`config.mk`:
```
export PLATFORM = sky130hd
export DESIGN_NAME = spi_req_arbiter
export DESIGN_NICKNAME = d
export VERILOG_FILES = /design/src/rtl/spi_req_arbiter.sv
export SDC_FILE = /design/constraint.sdc
export NUM_CORES = 1
export LEC_CHECK = 0
export BUFFER_PORTS_ARGS = -buffer_cell sky130_fd_sc_hd__clkbuf_2
export CORE_MARGIN = 1
export CORE_UTILIZATION = 44
export CTS_CLUSTER_DIAMETER = 40
export DETAILED_ROUTE_END_ITERATION = 12
export PLACE_DENSITY = 0.82
export SLEW_MARGIN = 15
export SYNTH_ARGS = -nofsm -noshare
export SYNTH_HDL_FRONTEND = slang
export SYNTH_SLANG_ARGS = --single-unit
```
`constraint.sdc`:
```
create_clock -name clock -period 1.9 [get_ports clock]
set_input_delay 0.095 -clock clock [delete_from_list [all_inputs] [get_ports clock]]
set_output_delay 0.095 -clock clock [all_outputs]
set_load 0.1 [all_outputs]
```
`src/rtl/spi_req_arbiter.sv`:
```
// Two-requester round-robin front end that serialises byte transfers onto one SPI master.
// Define SPI_ARB_TIMEOUT_EN to add a WAIT_DONE watchdog (TIMEOUT_CYCLES) that answers 8'hFF with rsp_err.
module spi_req_arbiter #(
  parameter int TIMEOUT_CYCLES = 255
) (
  input  logic       clock,
  input  logic       reset,
  input  logic       req0_valid,
  input  logic [7:0] req0_tx_data,
  input  logic [1:0] req0_mode,
  output logic       req0_ready,
  output logic       req0_rsp_valid,
  output logic [7:0] req0_rsp_data,
  input  logic       req1_valid,
  input  logic [7:0] req1_tx_data,
  input  logic [1:0] req1_mode,
  output logic       req1_ready,
  output logic       req1_rsp_valid,
  output logic [7:0] req1_rsp_data,
  output logic       rsp_err,
  output logic       m_start,
  output logic [7:0] m_tx_data,
  output logic       m_cpol,
  output logic       m_cpha,
  input  logic       m_ready,
  input  logic       m_done,
  input  logic [7:0] m_rx_data,
  output logic       busy,
  output logic       grant_id
);

  typedef enum logic [1:0] {IDLE, LAUNCH, WAIT_DONE, RESPOND} state_t;

  state_t     state_reg;
  logic       last_grant_reg;
  logic       grant_reg;
  logic       start_reg;
  logic       busy_reg;
  logic       rsp0_reg;
  logic       rsp1_reg;
  logic       err_reg;
  logic       cpol_reg;
  logic       cpha_reg;
  logic [7:0] tx_reg;
  logic [7:0] rsp_data_reg;
  logic       pick;
  logic       accept;
  logic       timeout_hit;

  // Ready is a same-cycle handshake, so it is decoded from the registered state.
  always_comb begin
    pick = 1'b0;
    if (req0_valid && req1_valid) begin
      pick = ~last_grant_reg;
    end else if (req1_valid) begin
      pick = 1'b1;
    end
    accept = !reset && (state_reg == IDLE) && m_ready && (req0_valid || req1_valid);
  end

  assign req0_ready = accept && !pick;
  assign req1_ready = accept && pick;

`ifdef SPI_ARB_TIMEOUT_EN
  localparam int CW = $clog2(TIMEOUT_CYCLES + 1);
  localparam logic [CW-1:0] TO_LAST = CW'(TIMEOUT_CYCLES - 1);

  logic [CW-1:0] cnt_reg;

  // Held at zero outside WAIT_DONE, so it is clear on every entry.
  always_ff @(posedge clock or posedge reset) begin
    if (reset) begin
      cnt_reg <= '0;
    end else if (state_reg != WAIT_DONE) begin
      cnt_reg <= '0;
    end else begin
      cnt_reg <= cnt_reg + 1'b1;
    end
  end

  assign timeout_hit = (state_reg == WAIT_DONE) && (cnt_reg == TO_LAST);
`else
  logic unused_timeout;
  assign unused_timeout = (TIMEOUT_CYCLES == 0);
  assign timeout_hit    = 1'b0;
`endif

  always_ff @(posedge clock or posedge reset) begin
    if (reset) begin
      state_reg      <= IDLE;
      last_grant_reg <= 1'b1;
      grant_reg      <= 1'b0;
      start_reg      <= 1'b0;
      busy_reg       <= 1'b0;
      rsp0_reg       <= 1'b0;
      rsp1_reg       <= 1'b0;
      err_reg        <= 1'b0;
      cpol_reg       <= 1'b0;
      cpha_reg       <= 1'b0;
      tx_reg         <= 8'h00;
      rsp_data_reg   <= 8'h00;
    end else begin
      case (state_reg)
        IDLE: begin
          if (accept) begin
            grant_reg <= pick;
            tx_reg    <= pick ? req1_tx_data : req0_tx_data;
            cpol_reg  <= pick ? req1_mode[1] : req0_mode[1];
            cpha_reg  <= pick ? req1_mode[0] : req0_mode[0];
            start_reg <= 1'b1;
            busy_reg  <= 1'b1;
            state_reg <= LAUNCH;
          end
        end
        LAUNCH: begin
          start_reg <= 1'b0;
          state_reg <= WAIT_DONE;
        end
        WAIT_DONE: begin
          // A real completion takes priority over a coincident timeout.
          if (m_done) begin
            rsp_data_reg <= m_rx_data;
            err_reg      <= 1'b0;
            rsp0_reg     <= !grant_reg;
            rsp1_reg     <= grant_reg;
            state_reg    <= RESPOND;
          end else if (timeout_hit) begin
            rsp_data_reg <= 8'hFF;
            err_reg      <= 1'b1;
            rsp0_reg     <= !grant_reg;
            rsp1_reg     <= grant_reg;
            state_reg    <= RESPOND;
          end
        end
        RESPOND: begin
          rsp0_reg       <= 1'b0;
          rsp1_reg       <= 1'b0;
          err_reg        <= 1'b0;
          busy_reg       <= 1'b0;
          last_grant_reg <= grant_reg;
          state_reg      <= IDLE;
        end
        default: begin
          state_reg <= IDLE;
        end
      endcase
    end
  end

  assign req0_rsp_valid = rsp0_reg;
  assign req1_rsp_valid = rsp1_reg;
  assign req0_rsp_data  = rsp_data_reg;
  assign req1_rsp_data  = rsp_data_reg;
  assign rsp_err        = err_reg;
  assign m_start        = start_reg;
  assign m_tx_data      = tx_reg;
  assign m_cpol         = cpol_reg;
  assign m_cpha         = cpha_reg;
  assign busy           = busy_reg;
  assign grant_id       = grant_reg;

endmodule

```
**Yosys cells after proc, flatten, opt, wreduce, memory -nomap -nowiden**

Cells that the tools add are included.

- Output and inout bits: 34
- Register bits: 27
- Input port bits: 34

- Bitwise gates (word level): 1
- Reductions and logical operators: 20
- Muxes and demuxes: 17
- Equal/unequal tests: 5

Operator list:

| cell | count |
|---|---|
| $reduce_and A2 Y1 | 6 |
| $pmux W1 S2 | 5 |
| $mux W1 | 8 |
| $mux W8 | 1 |
| $pmux W2 S4 | 1 |
| $logic_and A1 B1 Y1 | 6 |
| $reduce_bool A2 Y1 | 3 |
| $eq A2 B2 Y1 const B | 2 |
| $mux W2 | 2 |
| $ne A2 B2 Y1 const B | 2 |
| $logic_not A1 Y1 | 3 |
| $eq A2 B1 Y1 const B | 1 |
| $logic_not A2 Y1 | 1 |
| $logic_or A1 B1 Y1 | 1 |
| $not A1 Y1 | 1 |

**Depth between registers and ports, before layout**

- Depth after elaboration: 6
- Gate-level depth with buffers: 6
- Gate-level depth less buffers: 6

**Worst setup path before layout**

OpenSTA, ideal clock, no wires.

- Path type: input port to flip-flop
- Start point: in reset
- End point: reg grant_reg (netlist: grant_id)
- Cell stages on the path: 4
- Data required time: 1.828 ns
- Arrival time: 2.562 ns
- Buffers on the path: 0
- Setup slack: -0.735 ns
- Cells stage by stage: inv_1 -> o2111ai_2 -> nor2b_1 -> a21o_1

- Longest elaborated chain between the ends: 5

Ends and longest elaborated chain:

| item | RTL line | RTL |
|---|---|---|
| from (decl) | 7 | `input logic reset,` |
| $logic_not A1 Y1 (no source line) | n/a |  |
| $logic_and A1 B1 Y1 (3 in series) | 58 | `accept = !reset && (state_reg == IDLE) && m_ready && (req0_valid \|\| req1_valid);` |
| $reduce_and A2 Y1 (no source line) | n/a |  |
| to (signal assigned) | 106 | `grant_reg <= pick;` |
| to (decl) | 36 | `logic grant_reg;` |

Every way passes these cells.
A chain may end at the register's enable or synchronous reset.

**Worst setup path after layout**

- Start point: reg state_reg[0]
- End point: out req1_ready

- Longest elaborated chain between the ends: 5

Ends and longest elaborated chain:

| item | RTL line | RTL |
|---|---|---|
| from (decl) | 34 | `state_t state_reg;` |
| from (signal assigned) | 90 | `state_reg <= IDLE;` |
| from (signal assigned) | 112 | `state_reg <= LAUNCH;` |
| from (signal assigned) | 117 | `state_reg <= WAIT_DONE;` |
| $logic_not A2 Y1 | 58 |  |
| $logic_and A1 B1 Y1 (3 in series) | 58 |  |
| $logic_and A1 B1 Y1 | 62 | `assign req1_ready = accept && pick;` |
| to (decl) | 17 | `output logic req1_ready,` |

Every way passes these cells.

==> impl_metrics.yaml <==
layout:
  antenna_cells: 0
  nets: 228
  synthToLayoutAreaGrowth_pct: 42.7
  drive_gt1_share_pct: 50.5
  final_core_utilization_pct: 66.2
drt:
  drtIter0Drc: 32
  antenna_left: 0
  post_drt_wl_per_cell_um: 12.0
  via_count: 1081
  firstDrtPassIters: 4
  drc: 0
  totalWireLength_mm: 2.62
  vias_per_cell: 4.94
synth:
  ys.warnings.count: 0
  synth.net_count: 152
  avgSynthCellArea_um2: 11.2
  syn_inst: 113
  synth_area_um2: 1270
  ys_ff_latch: 26
  yosysUniqueCellTypes: 24
  yosysSeqAreaShare_pct: 51.4
floorplanning:
  initial_core_util_pct: 46.4
  dieArea_um2: 3100
  io_pins: 68
  die_w_um: 55.7
  rows: 19
  core_um2: 2730
  die_y_um: 55.7
worst_setup_path:
  rrSetupSlack_ns: 0.35
  worst_setup_path_end_kind: "primary output"
  cpPeakStageDelay_ns: 0.44
  crit_slowest_cell: "dfrtp_1"
  worst_setup_path_start_kind: "register"
  worstPathArrival_ns: 1.68
  worstSetupPathType: "reg2out"
  critical_path.max_fanout: 7
  path_cells: "inv_2 -> ha_2 -> o2111ai_4 -> nor2b_4 -> buf_12"
  required_ns: 1.80
global_route:
  grt_max_degree: 27
  grt_pass1_wl_mm: 4.42
  grt_overflow_total: 0
  grt_pass1_vias: 1030
  antenna_found_initial: 0
  grt_usage_pct: 17.9
sta:
  holdWs_ns: 0.0297
  period_share_pct: 93.5
  drv_slew: 0
  worstMarginPinSlew_ns: 0.552
  setup-violations-final: 0
  slew_headroom_pct: 63.3
  clock_skew_ns: 0.00540
  fmax_mhz: 563
  fin_setup_tns_ns: 0
  rsz0062_at_grt: "false"
  hold_viol_final: 0
  min_period_ns: 1.78
clock_tree:
  cts_sinks: 26
  tritoncts: "yes"
  clk_latency_ns: 0.32
  cts_buffers: 3
  clockBufferDepth: 2
  clockRootBuffer: "clkbuf_4"
  clk_pin_slew_ns: 0.14
  ctsHtreeMaxLevel: 1
min_path:
  hold_class: "in2reg"
run_status:
  status: "finished clean"
job:
  cap_viol_max_count: 0
placed_design:
  gp_congestion: 0.701
  numPortBuffers: 66
  hpwl_mm: 2.02
kinds of logic (layout without fill, tap and decap cells):
logic type | count (synthesis) | in the layout | share of synthesized area [%]
compound gates | 22 | 22 | 11.0
fa+ha+maj | 5 | 5 | 4.93
buf+inv | 18 | 93 | 8.78
flops | 26 | 26 | 51.4
mux | 20 | 20 | 16.8
other cells | 1 | 1 | 0.296
simple gates | 21 | 21 | 6.81
layer usage:
metal	up-vias	share of wire [%]	track usage [%]
met5	-	0	0
met4	0	1.7	7.50
met3	5	3.1	1.86
met2	28	55	33.4
met1	526	40	20.6
li1	522	-	-
final timing paths:
kind / startpoint / to / depth (start not counted)
worst min-delay path: req0_tx_data[7] / m_tx_data[7]$_DFFE_PP0P_ / 3
worst max-delay path: state_reg[0]$_DFFE_PP0P_ / req1_ready / 5
worst max register to register: state_reg[1]$_DFFE_PP0P_ / req0_rsp_data[2]$_DFFE_PP0P_ / 4
max in group asynchronous: reset / last_grant_reg$_DFFE_PP1P_ / 4
worst min register to register: m_cpha$_DFFE_PP0P_ / m_cpha$_DFFE_PP0P_ / 2
min in group asynchronous: reset / m_tx_data[2]$_DFFE_PP0P_ / 4
synth_stat cells:
| library cell | number | area, um^2 |
|---|---|---|
| ha_1 | 5 | 62.6 |
| dfstp_2 | 1 | 26.3 |
| mux2i_1 | 10 | 100 |
| o21ai_0 | 3 | 15.0 |
| nand2b_1 | 1 | 6.26 |
| a21boi_2 | 1 | 11.3 |
| buf_4 | 9 | 67.6 |
| o2111ai_2 | 1 | 15.0 |
| nor2_1 | 5 | 18.8 |
| nor2b_1 | 1 | 6.26 |
| inv_1 | 6 | 22.5 |
| mux2_2 | 9 | 101 |
| a22oi_1 | 3 | 22.5 |
| dfrtp_1 | 25 | 626 |
| o21ai_1 | 10 | 50.1 |
| and3_1 | 1 | 6.26 |
| mux2_1 | 1 | 11.3 |
| o21ai_2 | 1 | 8.76 |
| nand2_1 | 13 | 48.8 |
| a21o_1 | 1 | 7.51 |
| conb_1 | 1 | 3.75 |
| a21oi_1 | 2 | 10.0 |
| buf_2 | 2 | 10.0 |
| buf_6 | 1 | 11.3 |
what timing repair did:
item,4_1_cts,5_1_grt
hold buffers,8,1
pin swaps,1,1
gates resized for setup,1,2
setup endpoints to repair,2,2
buffers inserted,0,4
endpoints found under the hold margin,32,1
metrics by stage:
stage                     std cells  area, um^2  setup WS [ns]
after global placement          202        1620          0.320
after floorplan                 113        1280        -0.0166
final                           219        1810          0.123
after global routing            219        1810         0.0259
after detailed placement        202        1620          0.205
after CTS                       214        1770         0.0112
area by class of cell:
type                    instances  area (um^2)
fillers                       199          923
flip-flops and latches         26          652
inverters                       6         22.5
repair buffers                 83          510
well taps                      31         38.8
clock buffers                   3         22.5
clock inverters                 1         30.0
multi-input cells              69          534
cells in the final DEF, fill, tap and decap left out, drive strengths merged:
cell type / Yosys / routed
clkbuf: 0 / 67
dfrtp: 25 / 25
o21ai: 14 / 14
nand2: 13 / 13
mux2i: 10 / 10
mux2: 10 / 10
buf: 12 / 10
dlygate4sd3: 0 / 9
inv: 6 / 6
nor2: 5 / 5
ha: 5 / 5
a22oi: 3 / 3
a21oi: 2 / 2
o2111ai: 1 / 1
a21boi: 1 / 1
nor2b: 1 / 1
a21o: 1 / 1
nand2b: 1 / 1
and3: 1 / 1
conb: 1 / 1
bufinv: 0 / 1
dfstp: 1 / 1
worst max-delay path: cells and delay by family, from the launching register on:
family                   cells  cell delay (ns)
AO/OA/AOI/OAI                1             0.22
adder cells (fa/ha/maj)      1             0.22
buffers and inverters        2             0.28
flip-flops                   1             0.44
AND/OR/NAND/NOR              1             0.20
Power is left out: the tool's default activity adds up to more than one toggle a clock period on the data nets, which glitch-free logic cannot reach.
